### src/rtl/bus_resp_pkg.sv
// bus_resp_pkg: shared definitions for the bus responder slice.
//   - register addresses (TX FIFO, STATUS, TIMER)
//   - STATUS bit positions
//   - bus request struct (addr, rd, wr, wdata)
//   - address-region enum produced by the responder's decoder
package bus_resp_pkg;

    localparam logic [7:0] ADDR_FIFO   = 8'h80;
    localparam logic [7:0] ADDR_STATUS = 8'h81;
    localparam logic [7:0] ADDR_TIMER  = 8'h82;

    localparam int unsigned ST_EMPTY     = 0;
    localparam int unsigned ST_FULL      = 1;
    localparam int unsigned ST_COUNT_LSB = 2;
    localparam int unsigned ST_COUNT_MSB = 4;
    localparam int unsigned ST_OVF       = 5;

    typedef struct packed {
        logic [7:0]  addr;
        logic        rd;
        logic        wr;
        logic [31:0] wdata;
    } bus_req_t;

    typedef enum logic [2:0] {
        RGN_RAM,
        RGN_FIFO,
        RGN_STATUS,
        RGN_TIMER,
        RGN_NONE
    } region_t;

endpackage

### src/rtl/bus_responder_tx_fifo.sv
// tx_fifo: synchronous FIFO with a separate occupancy count so full and
// empty are never ambiguous.
//   CLK, RST_N     : clock, asynchronous active-low reset
//   push, din      : write request / data (dropped when full without pop)
//   pop            : read request (ignored when empty)
//   dout           : head entry, 0 when empty
//   count          : occupancy 0..DEPTH
//   full, empty    : status flags
//   dropped        : one-cycle flag when a push was discarded
module tx_fifo #(
    parameter int unsigned DEPTH = 4,
    parameter int unsigned WIDTH = 32
) (
    input  logic                       CLK,
    input  logic                       RST_N,
    input  logic                       push,
    input  logic                       pop,
    input  logic [WIDTH-1:0]           din,
    output logic [WIDTH-1:0]           dout,
    output logic [$clog2(DEPTH+1)-1:0] count,
    output logic                       full,
    output logic                       empty,
    output logic                       dropped
);

    localparam int unsigned PW = (DEPTH > 1) ? $clog2(DEPTH) : 1;
    localparam int unsigned CW = $clog2(DEPTH + 1);

    logic [WIDTH-1:0] mem [DEPTH];
    logic [PW-1:0]    wr_ptr;
    logic [PW-1:0]    rd_ptr;
    logic             do_push;
    logic             do_pop;

    assign full  = (count == CW'(DEPTH));
    assign empty = (count == '0);

    // A pop frees the slot being written, so a full FIFO still accepts
    // a push in the same cycle.
    assign do_pop  = pop & ~empty;
    assign do_push = push & (~full | do_pop);
    assign dropped = push & full & ~do_pop;

    assign dout = empty ? '0 : mem[rd_ptr];

    always_ff @(posedge CLK) begin
        if (do_push)
            mem[wr_ptr] <= din;
    end

    always_ff @(posedge CLK or negedge RST_N) begin
        if (!RST_N) begin
            wr_ptr <= '0;
            rd_ptr <= '0;
            count  <= '0;
        end else begin
            if (do_push)
                wr_ptr <= wr_ptr + PW'(1);
            if (do_pop)
                rd_ptr <= rd_ptr + PW'(1);
            case ({do_push, do_pop})
                2'b10:   count <= count + CW'(1);
                2'b01:   count <= count - CW'(1);
                default: count <= count;
            endcase
        end
    end

endmodule

### src/rtl/bus_responder.sv
// bus_responder: bus slave for the accumulator controller.
//   Map: 0x00..RAM_WORDS-1 scratch RAM, 0x80 TX FIFO, 0x81 STATUS (W1C
//   overflow), 0x82 TIMER (only when BUS_RESPONDER_TIMER_EN is defined).
//   CLK, RST_N        : clock, asynchronous active-low reset
//   addr, rd, wr      : word address and request strobes
//   wdata             : write data
//   rdata             : registered read data (1-cycle latency, held)
//   tx_data, tx_valid : TX FIFO head / not-empty
//   tx_ready          : sink accepts head (pop on tx_valid & tx_ready)
//   err               : one-cycle pulse for an illegal access
module bus_responder #(
    parameter int unsigned RAM_WORDS  = 16,
    parameter int unsigned FIFO_DEPTH = 4
) (
    input  logic        CLK,
    input  logic        RST_N,
    input  logic [7:0]  addr,
    input  logic        rd,
    input  logic        wr,
    input  logic [31:0] wdata,
    output logic [31:0] rdata,
    output logic [31:0] tx_data,
    output logic        tx_valid,
    input  logic        tx_ready,
    output logic        err
);

    import bus_resp_pkg::*;

    localparam int unsigned RAW = $clog2(RAM_WORDS);
    localparam int unsigned CW  = $clog2(FIFO_DEPTH + 1);

    bus_req_t          req;
    region_t           rgn;
    logic              illegal;
    logic              wr_ok;
    logic [31:0]       rd_val;
    logic [31:0]       status;
    logic              overflow;
    logic [31:0]       ram [RAM_WORDS];
    logic [RAW-1:0]    ram_idx;
    logic              fifo_push;
    logic              fifo_pop;
    logic              fifo_full;
    logic              fifo_empty;
    logic              fifo_dropped;
    logic [CW-1:0]     fifo_count;

    assign req = '{addr: addr, rd: rd, wr: wr, wdata: wdata};

    always_comb begin
        rgn = RGN_NONE;
        if ({24'b0, req.addr} < RAM_WORDS)
            rgn = RGN_RAM;
        else if (req.addr == ADDR_FIFO)
            rgn = RGN_FIFO;
        else if (req.addr == ADDR_STATUS)
            rgn = RGN_STATUS;
`ifdef BUS_RESPONDER_TIMER_EN
        else if (req.addr == ADDR_TIMER)
            rgn = RGN_TIMER;
`endif
    end

    assign illegal = (req.rd | req.wr) & ((rgn == RGN_NONE) | (req.rd & req.wr));
    assign wr_ok   = req.wr & ~illegal;
    assign ram_idx = req.addr[RAW-1:0];

    assign fifo_push = wr_ok & (rgn == RGN_FIFO);
    assign fifo_pop  = tx_valid & tx_ready;
    assign tx_valid  = ~fifo_empty;

    tx_fifo #(
        .DEPTH (FIFO_DEPTH),
        .WIDTH (32)
    ) u_tx_fifo (
        .CLK     (CLK),
        .RST_N   (RST_N),
        .push    (fifo_push),
        .pop     (fifo_pop),
        .din     (req.wdata),
        .dout    (tx_data),
        .count   (fifo_count),
        .full    (fifo_full),
        .empty   (fifo_empty),
        .dropped (fifo_dropped)
    );

    always_comb begin
        status                            = '0;
        status[ST_EMPTY]                  = fifo_empty;
        status[ST_FULL]                   = fifo_full;
        status[ST_COUNT_MSB:ST_COUNT_LSB] = 3'(fifo_count);
        status[ST_OVF]                    = overflow;
    end

`ifdef BUS_RESPONDER_TIMER_EN
    logic [31:0] timer;

    // The write cycle itself counts, so the loaded value is already
    // advanced by one when it is first readable.
    always_ff @(posedge CLK or negedge RST_N) begin
        if (!RST_N)
            timer <= '0;
        else if (wr_ok && rgn == RGN_TIMER)
            timer <= req.wdata + 32'd1;
        else
            timer <= timer + 32'd1;
    end
`endif

    always_comb begin
        rd_val = '0;
        case (rgn)
            RGN_RAM:    rd_val = ram[ram_idx];
            RGN_FIFO:   rd_val = tx_data;
            RGN_STATUS: rd_val = status;
`ifdef BUS_RESPONDER_TIMER_EN
            RGN_TIMER:  rd_val = timer;
`endif
            default:    rd_val = '0;
        endcase
    end

    always_ff @(posedge CLK) begin
        if (wr_ok && rgn == RGN_RAM)
            ram[ram_idx] <= req.wdata;
    end

    always_ff @(posedge CLK or negedge RST_N) begin
        if (!RST_N) begin
            rdata    <= '0;
            err      <= 1'b0;
            overflow <= 1'b0;
        end else begin
            err <= illegal;
            if (req.rd)
                rdata <= illegal ? '0 : rd_val;
            if (fifo_dropped)
                overflow <= 1'b1;
            else if (wr_ok && rgn == RGN_STATUS && req.wdata[ST_OVF])
                overflow <= 1'b0;
        end
    end

endmodule

### config.mk
export PLATFORM = sky130hd
export DESIGN_NAME = bus_responder
export DESIGN_NICKNAME = d
export VERILOG_FILES = /design/src/rtl/bus_resp_pkg.sv /design/src/rtl/bus_responder_tx_fifo.sv /design/src/rtl/bus_responder.sv
export SDC_FILE = /design/constraint.sdc
export NUM_CORES = 1
export LEC_CHECK = 0
export ABC_AREA = 0
export ABC_CLOCK_PERIOD_IN_PS = 6100
export BUFFER_PORTS_ARGS = -buffer_cell sky130_fd_sc_hd__buf_2
export CAP_MARGIN = 20
export CORE_UTILIZATION = 62
export CTS_CLUSTER_DIAMETER = 50
export DETAILED_ROUTE_END_ITERATION = 10
export HOLD_SLACK_MARGIN = 0.1
export PLACE_DENSITY = 0.8
export SYNTH_ARGS = -nofsm -noshare
export SYNTH_HDL_FRONTEND = slang
export SYNTH_SLANG_ARGS = --single-unit
### constraint.sdc
create_clock -name CLK -period 6.1 [get_ports CLK]
set_input_delay 0.61 -clock CLK [delete_from_list [all_inputs] [get_ports CLK]]
set_output_delay 0.61 -clock CLK [all_outputs]
set_load 0.05 [all_outputs]
==> results of run 1 <==
[kinds of logic after synthesis]
| family | count (synthesis) | share of synthesized area, % |
|---|---|---|
| compound gates | 157 | 4.66 |
| xor+xnor | 3 | 0.0993 |
| fa+ha+maj | 6 | 0.303 |
| buf+inv | 85 | 1.63 |
| flops | 681 | 76.5 |
| mux | 195 | 13.7 |
| simple gates | 141 | 3.12 |
[per-stage QoR]
step                      setup slack, ps  area, sq um  instances  power (uW)  hold slack (ps)
final                                2870        29900       1982       10900              150
after global routing                 2730        29900       1982       11100              180
after CTS                            2610        29700       1975       10900              150
after detailed placement             2420        27600       1858        6960              503
after global placement               2490        27500       1853        6920              501
after floorplan                      2580        26500       1268        6500              314
[registers in the layout, indices dropped and copies added (netlist names)]
register	count
overflow	1
u_tx_fifo.count	3
err	1
u_tx_fifo.mem	128
ram	512
u_tx_fifo.wr_ptr	2
u_tx_fifo.rd_ptr	2
rdata	32
[Yosys cell counts, types with 3 or more instances]
cell	count	area share, %
a221oi_1	13	0.43
a22o_1	11	0.36
a22oi_1	36	1.0
a22oi_2	10	0.47
and2_1	37	0.87
buf_1	4	0.057
buf_2	29	0.55
buf_4	10	0.28
buf_6	5	0.21
clkbuf_1	27	0.38
dfrtp_1	41	3.9
edfxtp_1	640	73
ha_1	4	0.19
inv_1	10	0.14
mux2_2	9	0.38
mux2i_1	53	2.0
mux4_2	133	11
nand2_1	13	0.18
nand2b_1	4	0.095
nand3_1	9	0.17
nand4_1	10	0.24
nor2_1	31	0.44
nor2b_1	10	0.24
nor3_1	6	0.11
nor3b_1	4	0.11
o211ai_1	19	0.54
o21ai_0	17	0.32
o21ai_2	10	0.33
o22ai_1	17	0.40
xnor2_1	3	0.099
[cell type report]
type                       count  area [sq um]  share of cell area, %
clock inverter                26           201                  0.674
inverter                      10          37.5                  0.126
tap                          539           674                   2.26
multi-input combinational    502          5920                   19.8
sequential                   681         20200                   67.7
timing repair buffer         133           912                   3.05
clock buffer                  91          1890                   6.34
[how the worst max path moves through the flow]
stage                         from          end  slack (ps)  cells after the start
6_report       u_tx_fifo.rd_ptr[0]  tx_data[21]        2870                      4
5_1_grt        u_tx_fifo.rd_ptr[0]  tx_data[21]        2730                      4
4_1_cts         u_tx_fifo.count[0]   tx_data[8]        2610                      4
3_5_place_dp               addr[3]   ram[15][6]        2420                      4
3_3_place_gp               addr[4]    ram[7][1]        2490                      5
2_1_floorplan              addr[0]   ram[13][0]        2580                      6
[layer usage]
metal	vias to the layer above	routed length (um)	track usage [%]
met5	-	10	0
met2	929	28800	42.1
met3	93	6880	5.85
met1	7131	24400	44.3
li1	5543	-	-
met4	2	901	7.10
[report_power, final]
group	total, uW	internal, uW	switching (uW)
clock network	3970	2300	1670
logic	1680	546	1130
registers	5210	5130	71.8
[worst reg2reg max path: stages, from the launching register on]
cell and delay (ps):
dfrtp_1 510, nor3_2 490, nor2_1 120, fa_1 440, o21a_1 140, a221oi_1 310
o21ai_0 150
==> flow_metrics.tcl, run 1 <==
set metrics [dict create \
    wirelength_um 61000 \
    port_buffers 110 \
    cts_hold_buffers 0 \
    crit_chain "buf_12, mux4_2, and2_1, buf_2" \
    drcViolationCount 0 \
    hold_viol 0 \
    htreeDepth 3 \
    endpoint_kind "output pin" \
    diodes 0 \
    ir_worst_vdd_mv 0.242 \
    fillers 2373 \
    fp.dieW_um 209 \
    grt_use_total_pct 28.4 \
    synthArstFlopShare_pct 6.02 \
    cp_slowest_cell "dfrtp_2" \
    crit_required_ps 5490 \
    clock.fmax_mhz 310 \
    reg2reg_slack_ps 3810 \
    dp_hpwl_um 35900 \
    crit_type "register to output pin" \
    grt.overflow.total 0 \
    clock_sinks 681 \
    synth-seq-cells 681 \
    worstPathMaxFanout 18 \
    power_density_nw_per_um2 363 \
    wl_per_cell_um 30.8 \
    final_common_cell "edfxtp_1" \
    routed_via_density 6.91 \
    max-cap-violations 0 \
    final_util_pct 71.1 \
    worst_r2r_path_depth 6 \
    cts_buffer_depth 3 \
    syn2layout_area_growth_pct 12.9 \
    critPathArrivalTime_ps 2620 \
    via_count 13698 \
    cts_tree "done" \
    synth_top_flop_cell "edfxtp_1" \
    fp.coreArea_sq_um 42000 \
    synth_edf_count 640 \
    rows 75 \
    drtIter0Drc 1854 \
    crit_family "flip-flops" \
    r2r-end "u_tx_fifo.count[2]" \
    tightest_slew_ps 1150 \
    relSlewSlack_pct 23.0 \
    insertion_delay_ps 580 \
    rsz0062_at_grt "false" \
    dieArea_sq_um 43500 \
    finClkSkew_ps 15.0 \
    firstDrtPassIters 5 \
    setup-tns-final_ps 0 \
    setup_viol 0 \
    io_pins 111 \
    p_leak_uw 0.00978 \
    r2r_start "u_tx_fifo.count[0]" \
    syn_avg_cell_area_sq_um 20.9 \
    grt_pass1_wl_um 89100 \
    crit_buf_inv 2 \
    initial_core_util_pct 63.0 \
    drtAntennaViolNets 0 \
    die_y_um 209 \
    cts_setup_buffers 0 \
    antenna_found_initial 1 \
    period_share_pct 52.9 \
    grt_start_max_net_pins 67 \
    fin_crit_ps 3230 \
    cts-root-buf "clkbuf_16" \
    synth_cell_types 62 \
    drive_gt1_share_pct 28.6 \
    grt_pass1_vias 13429 \
    syn_area_sq_um 26500 \
    path_clk_slew_ps 60 \
    cts_buffers 66 \
    status "completed" \
    yosys_warnings 0 \
    final_cell_mix "edfxtp_1 (640), mux4_2 (133), buf_2 (108)" \
    cpPeakStageDelay_ps 760 \
    nets 1444 \
    start_kind "register" \
    ctsResizeCount 0 \
    slew_viol_final 0 \
    min_path_type "input pin to async pin" \
    synthesis.nets 1318 \
    netlist_instances 1268 \
    place_congestion 0.878 \
    seq_area_frac_synth_pct 76.5 \
]
Note: power is estimated with default switching activity, not from simulation.
==> inputs of run 2 (changes only) <==
--- a/config.mk
+++ b/config.mk
@@ -6,14 +6,14 @@
 export NUM_CORES = 1
 export LEC_CHECK = 0
 export ABC_AREA = 0
-export ABC_CLOCK_PERIOD_IN_PS = 6100
+export ABC_CLOCK_PERIOD_IN_PS = 3120
 export BUFFER_PORTS_ARGS = -buffer_cell sky130_fd_sc_hd__buf_2
 export CAP_MARGIN = 20
-export CORE_UTILIZATION = 62
+export CORE_UTILIZATION = 61
 export CTS_CLUSTER_DIAMETER = 50
 export DETAILED_ROUTE_END_ITERATION = 10
 export HOLD_SLACK_MARGIN = 0.1
-export PLACE_DENSITY = 0.8
+export PLACE_DENSITY = 0.79
 export SYNTH_ARGS = -nofsm -noshare
 export SYNTH_HDL_FRONTEND = slang
 export SYNTH_SLANG_ARGS = --single-unit
==> constraint.sdc (replaced) <==
create_clock -name CLK -period 3.12 [get_ports CLK]
set_input_delay 0.312 -clock CLK [delete_from_list [all_inputs] [get_ports CLK]]
set_output_delay 0.312 -clock CLK [all_outputs]
set_load 0.05 [all_outputs]
==> run 2 against run 1 <==
Sequential share of layout area down 1.2 points. Die area up 1.6%. Combinational power grew 99%. Wire length increased by 2.3%. First-iteration DRC count rose by 13%.
==> flow_metrics.tcl, run 2 (same netlist as run 1, synthesis figures left out) <==
set metrics [dict create \
    slew_viol_final 0 \
    hold_viol 0 \
    via_count 13940 \
    largest_reg_flops 512 \
    final_util_pct 71.8 \
    drcViolationCount 0 \
    r2r_start "u_tx_fifo.count[1]" \
    die_y_um 210 \
    clock_sinks 681 \
    internal_power_uw 15800 \
    grt_use_total_pct 29.2 \
    cts-root-buf "clkbuf_16" \
    grt_pass1_wl_um 92300 \
    worst_r2r_path_depth 6 \
    clock.fmax_mhz 352 \
    fp.coreArea_sq_um 42300 \
    max-cap-violations 0 \
    p_switching_uw 5650 \
    tightest_slew_ps 974 \
    path_clk_slew_ps 60 \
    drive_gt1_share_pct 31.1 \
    crit_buf_inv 2 \
    crit_type "register to output pin" \
    top_regs "ram (512), u_tx_fifo.mem (128), rdata (32)" \
    crit_family "flip-flops" \
    p_leak_uw 0.0101 \
    syn2layout_area_growth_pct 14.9 \
    relSlewSlack_pct 34.9 \
    final_common_cell "edfxtp_1" \
    regMostFlops "ram" \
    min_path_type "input pin to async pin" \
    grt_pass1_vias 14013 \
    grt.overflow.total 0 \
    rows 75 \
    place_congestion 0.869 \
    insertion_delay_ps 590 \
    crit_chain "buf_4, mux4_2, and2_1, buf_2" \
    rsz0062_at_grt "false" \
    r2r-end "u_tx_fifo.count[1]" \
    dp_hpwl_um 36600 \
    cts_buffers 68 \
    period_share_pct 91.0 \
    wirelength_um 62400 \
    port_buffers 110 \
    endpoint_kind "output pin" \
    antenna_found_initial 1 \
    io_pins 111 \
    cpPeakStageDelay_ps 650 \
    netSwitchingFraction_pct 26.4 \
    drtAntennaViolNets 0 \
    seqPwrFrac_pct 47.3 \
    fin_crit_ps 2840 \
    firstDrtPassIters 5 \
    fillers 2361 \
    worstPathMaxFanout 13 \
    wl_per_cell_um 30.0 \
    reg2reg_slack_ps 890 \
    cts_buffer_depth 3 \
    htreeDepth 3 \
    final_cell_mix "edfxtp_1 (640), mux4_2 (133), buf_2 (108)" \
    initial_core_util_pct 62.5 \
    cp_slowest_cell "dfrtp_2" \
    ir_worst_vdd_mv 0.675 \
    seq_area_sq_um 20200 \
    dieArea_sq_um 44200 \
    combinationalPowerShare_pct 15.6 \
    finClkSkew_ps 19.7 \
    grt_start_max_net_pins 62 \
    critPathArrivalTime_ps 2530 \
    setup_viol 0 \
    cts_tree "done" \
    routed_via_density 6.71 \
    crit_required_ps 2810 \
    start_kind "register" \
    drtIter0Drc 2099 \
    nets 1498 \
    diodes 0 \
    p_clk_share_pct 37.0 \
    multi_input_area_sq_um 5920 \
    fp.dieW_um 210 \
    total_power_uw 21400 \
    power_density_nw_per_um2 705 \
    status "completed" \
    ctsResizeCount 0 \
]
run 2: worst reg2reg max path, stage by stage, from the launching register on:
cell      delay [ps]
dfrtp_1          480
nor3_2           510
nor2_1           130
fa_1             570
o211ai_1         100
mux2_2           270
o211ai_1          90
run 2: worst max path at each step:
stage                              startpoint                  to  slack, ps  depth (start not counted)
after global routing      u_tx_fifo.rd_ptr[0]         tx_data[19]        160                          4
after CTS                 u_tx_fifo.rd_ptr[0]         tx_data[19]        220                          4
after global placement                addr[1]  u_tx_fifo.count[2]        500                          8
final                     u_tx_fifo.rd_ptr[0]         tx_data[19]        280                          4
after floorplan                       addr[0]          ram[13][0]       -100                          6
after detailed placement              addr[3]           rdata[11]        500                          7
run 2: final cells by class:
class | count | share of cell area [%]
timing repair buffer | 185 | 4.35
tap | 577 | 2.37
multi-input combinational | 502 | 19.5
clock buffer | 93 | 6.18
clock inverter | 30 | 0.901
inverter | 10 | 0.123
sequential | 681 | 66.6
run 2: repair_timing:
action / CTS / global route
endpoints found under the hold margin: 44 / 0
hold buffers: 3 / 0
buffers inserted: 0 / 0
run 2: power groups by stage:
stage	registers (uW)	logic, uW	clock network, uW
after global placement	10300	3270	0
after global routing	10200	3500	8350
after CTS	10100	3350	8000
after floorplan	10300	2410	0
final	10100	3350	7930
after detailed placement	10300	3310	0
run 2: per-layer routing:
layer	up-vias	share of wire, %	track usage, %
met4	2	2.3	8.66
li1	5672	-	-
met1	7227	40	43.7
met2	927	46	43.6
met5	-	0.016	0
met3	112	11	6.97
run 2: per-stage QoR:
step / setup WS [ps] / TNS (ps) / instances / hold slack, ps / instance area [sq um]
6_report: 282 / 0 / 2078 / 109 / 30400
5_1_grt: 155 / 0 / 2078 / 132 / 30400
4_1_cts: 220 / 0 / 2077 / 116 / 30400
3_5_place_dp: 502 / 0 / 1951 / 507 / 28200
3_3_place_gp: 498 / 0 / 1951 / 498 / 28200
2_1_floorplan: -98.8 / -37410 / 1268 / 16.4 / 26500
==> inputs of run 3 (changes only) <==
--- a/config.mk
+++ b/config.mk
@@ -7,13 +7,13 @@
 export LEC_CHECK = 0
 export ABC_AREA = 0
 export ABC_CLOCK_PERIOD_IN_PS = 3120
-export BUFFER_PORTS_ARGS = -buffer_cell sky130_fd_sc_hd__buf_2
 export CAP_MARGIN = 20
-export CORE_UTILIZATION = 61
+export CORE_UTILIZATION = 62
 export CTS_CLUSTER_DIAMETER = 50
 export DETAILED_ROUTE_END_ITERATION = 10
+export DONT_BUFFER_PORTS = 1
 export HOLD_SLACK_MARGIN = 0.1
-export PLACE_DENSITY = 0.79
+export PLACE_DENSITY = 0.78
 export SYNTH_ARGS = -nofsm -noshare
 export SYNTH_HDL_FRONTEND = slang
 export SYNTH_SLANG_ARGS = --single-unit
==> run 3 against run 2 <==
Register-to-register slack got worse by 180 ps. Non-clock buffer count decreased by 94. Final cell count decreased by 6.4%. Critical path type unchanged. Largest power group unchanged.
==> flow_metrics.tcl, run 3 (same netlist as run 1, synthesis figures left out) <==
set metrics [dict create \
    p_leak_uw 0.00967 \
    rows 75 \
    critPathArrivalTime_ps 2440 \
    dieArea_sq_um 43500 \
    cts_buffer_depth 3 \
    slew_viol_final 0 \
    r2r_start "u_tx_fifo.count[0]" \
    critPathLaunch "u_tx_fifo.rd_ptr[0]" \
    use_met3_pct 6.82 \
    drcViolationCount 0 \
    r2r-end "u_tx_fifo.count[2]" \
    seq_area_sq_um 20200 \
    clock_sinks 681 \
    path_clk_slew_ps 60 \
    place_inst 1782 \
    cts_buffers 67 \
    htreeDepth 3 \
    whs_path_depth 3 \
    grt.overflow.total 0 \
    initial_core_util_pct 63.0 \
    syn2layout_area_growth_pct 13.7 \
    worst_r2r_path_depth 6 \
    nets 1403 \
    use_met1_pct 41.7 \
    drtIter0Drc 2191 \
    crit_required_ps 2810 \
    reg2reg_slack_ps 710 \
    insertion_delay_ps 580 \
    multi_input_area_sq_um 5920 \
    max-cap-violations 0 \
    antenna_found_initial 2 \
    diodes 0 \
    grt_use_met2_pct 45.0 \
    cp-endpoint "tx_data[12]" \
    drtAntennaViolNets 0 \
    post_layout_nonfiller_instances 1945 \
    clock.fmax_mhz 363 \
    grt_use_total_pct 28.9 \
    cts_setup_buffers 0 \
    start_kind "register" \
    via_count 13743 \
    hold_viol 0 \
    final_util_pct 71.6 \
    power_density_nw_per_um2 711 \
    final_common_cell "edfxtp_1" \
    grt_start_max_net_pins 159 \
    setup_viol 0 \
    fp.coreArea_sq_um 42000 \
    ir_worst_vdd_mv 0.512 \
    fp.dieW_um 209 \
    cts_tree "done" \
    firstDrtPassIters 6 \
    cts-root-buf "clkbuf_16" \
    tightest_slew_ps 1080 \
    drive_gt1_share_pct 24.3 \
    routed_via_density 7.07 \
    die_y_um 209 \
    wl_per_cell_um 31.7 \
    place_ws_ps 588 \
    dp_hpwl_um 34000 \
    endpoint_kind "output pin" \
    busiest_layer "met2" \
    worstPathMaxFanout 12 \
    cts_hold_buffers 41 \
    io_pins 111 \
    port_buffers 0 \
    fin_crit_ps 2760 \
    min_path_type "input pin to register" \
    top_regs "ram (512), u_tx_fifo.mem (128), rdata (32)" \
    regMostFlops "ram" \
    final_cell_mix "edfxtp_1 (640), mux4_2 (133), clkbuf_16 (74)" \
    relSlewSlack_pct 27.8 \
    place_congestion 0.874 \
    setup_ws_ps 364 \
    wirelength_um 61700 \
    period_share_pct 88.3 \
    total_power_uw 21400 \
    finClkSkew_ps 11.9 \
    grt_pass1_wl_um 90700 \
    ctsResizeCount 0 \
    crit_type "register to output pin" \
    fillers 2295 \
    grt_pass1_vias 13897 \
    final_area_sq_um 30100 \
    largest_reg_flops 512 \
    rsz0062_at_grt "false" \
    status "completed" \
    dpl-instance-area_sq_um 27400 \
]
-- run 3: cell count changes in the layout (fill, tap and decap cells not counted), moves of 2 or more --
cell           before  now
buf_2             108    0
buf_4              57   36
clkbuf_1           20   14
clkbuf_16          71   74
clkinvlp_4          1    3
dlygate4sd3_1       3   40
-- run 3: final cells by class --
type                            count  area share, %
Clock inverter                     32           1.04
Sequential cell                   681           67.3
Inverter                           10          0.125
Clock buffer                       90           6.42
Tap cell                          539           2.24
Timing Repair Buffer               91           3.25
Multi-Input combinational cell    502           19.7
-- run 3: layer usage --
layer	vias up	routed length, um
met4	4	1400
met1	7166	23000
met2	999	29600
li1	5464	-
met3	110	7660
met5	-	18
-- run 3: worst min-delay path by stage --
stage               startpoint         to  slack [ps]
finish                 addr[0]   rdata[0]         140
global route           addr[3]   rdata[4]         130
CTS                    addr[1]  rdata[31]         100
detailed placement       RST_N  rdata[16]          20
global placement         RST_N   rdata[6]          20
floorplan                RST_N        err          20
-- run 3: through the flow --
stage                     hold WS (ps)  TNS (ps)
after floorplan                   16.4    -37410
after global placement            17.4         0
after detailed placement          17.4         0
after CTS                          102         0
after global routing               127         0
final                              139         0
-- run 3: power by group --
part / leakage [uW] / internal, uW / total (uW) / switching [uW]
Combinational: 0.00228 / 942 / 3020 / 2080
Clock: 0.00109 / 4860 / 8170 / 3310
Sequential: 0.00629 / 10000 / 10200 / 155
-- run 3: worst max-delay path: stages, from the launching register on --
cell and delay [ps]:
dfrtp_2 640, buf_4 270, mux4_2 520, and2_1 220
buf_4 210
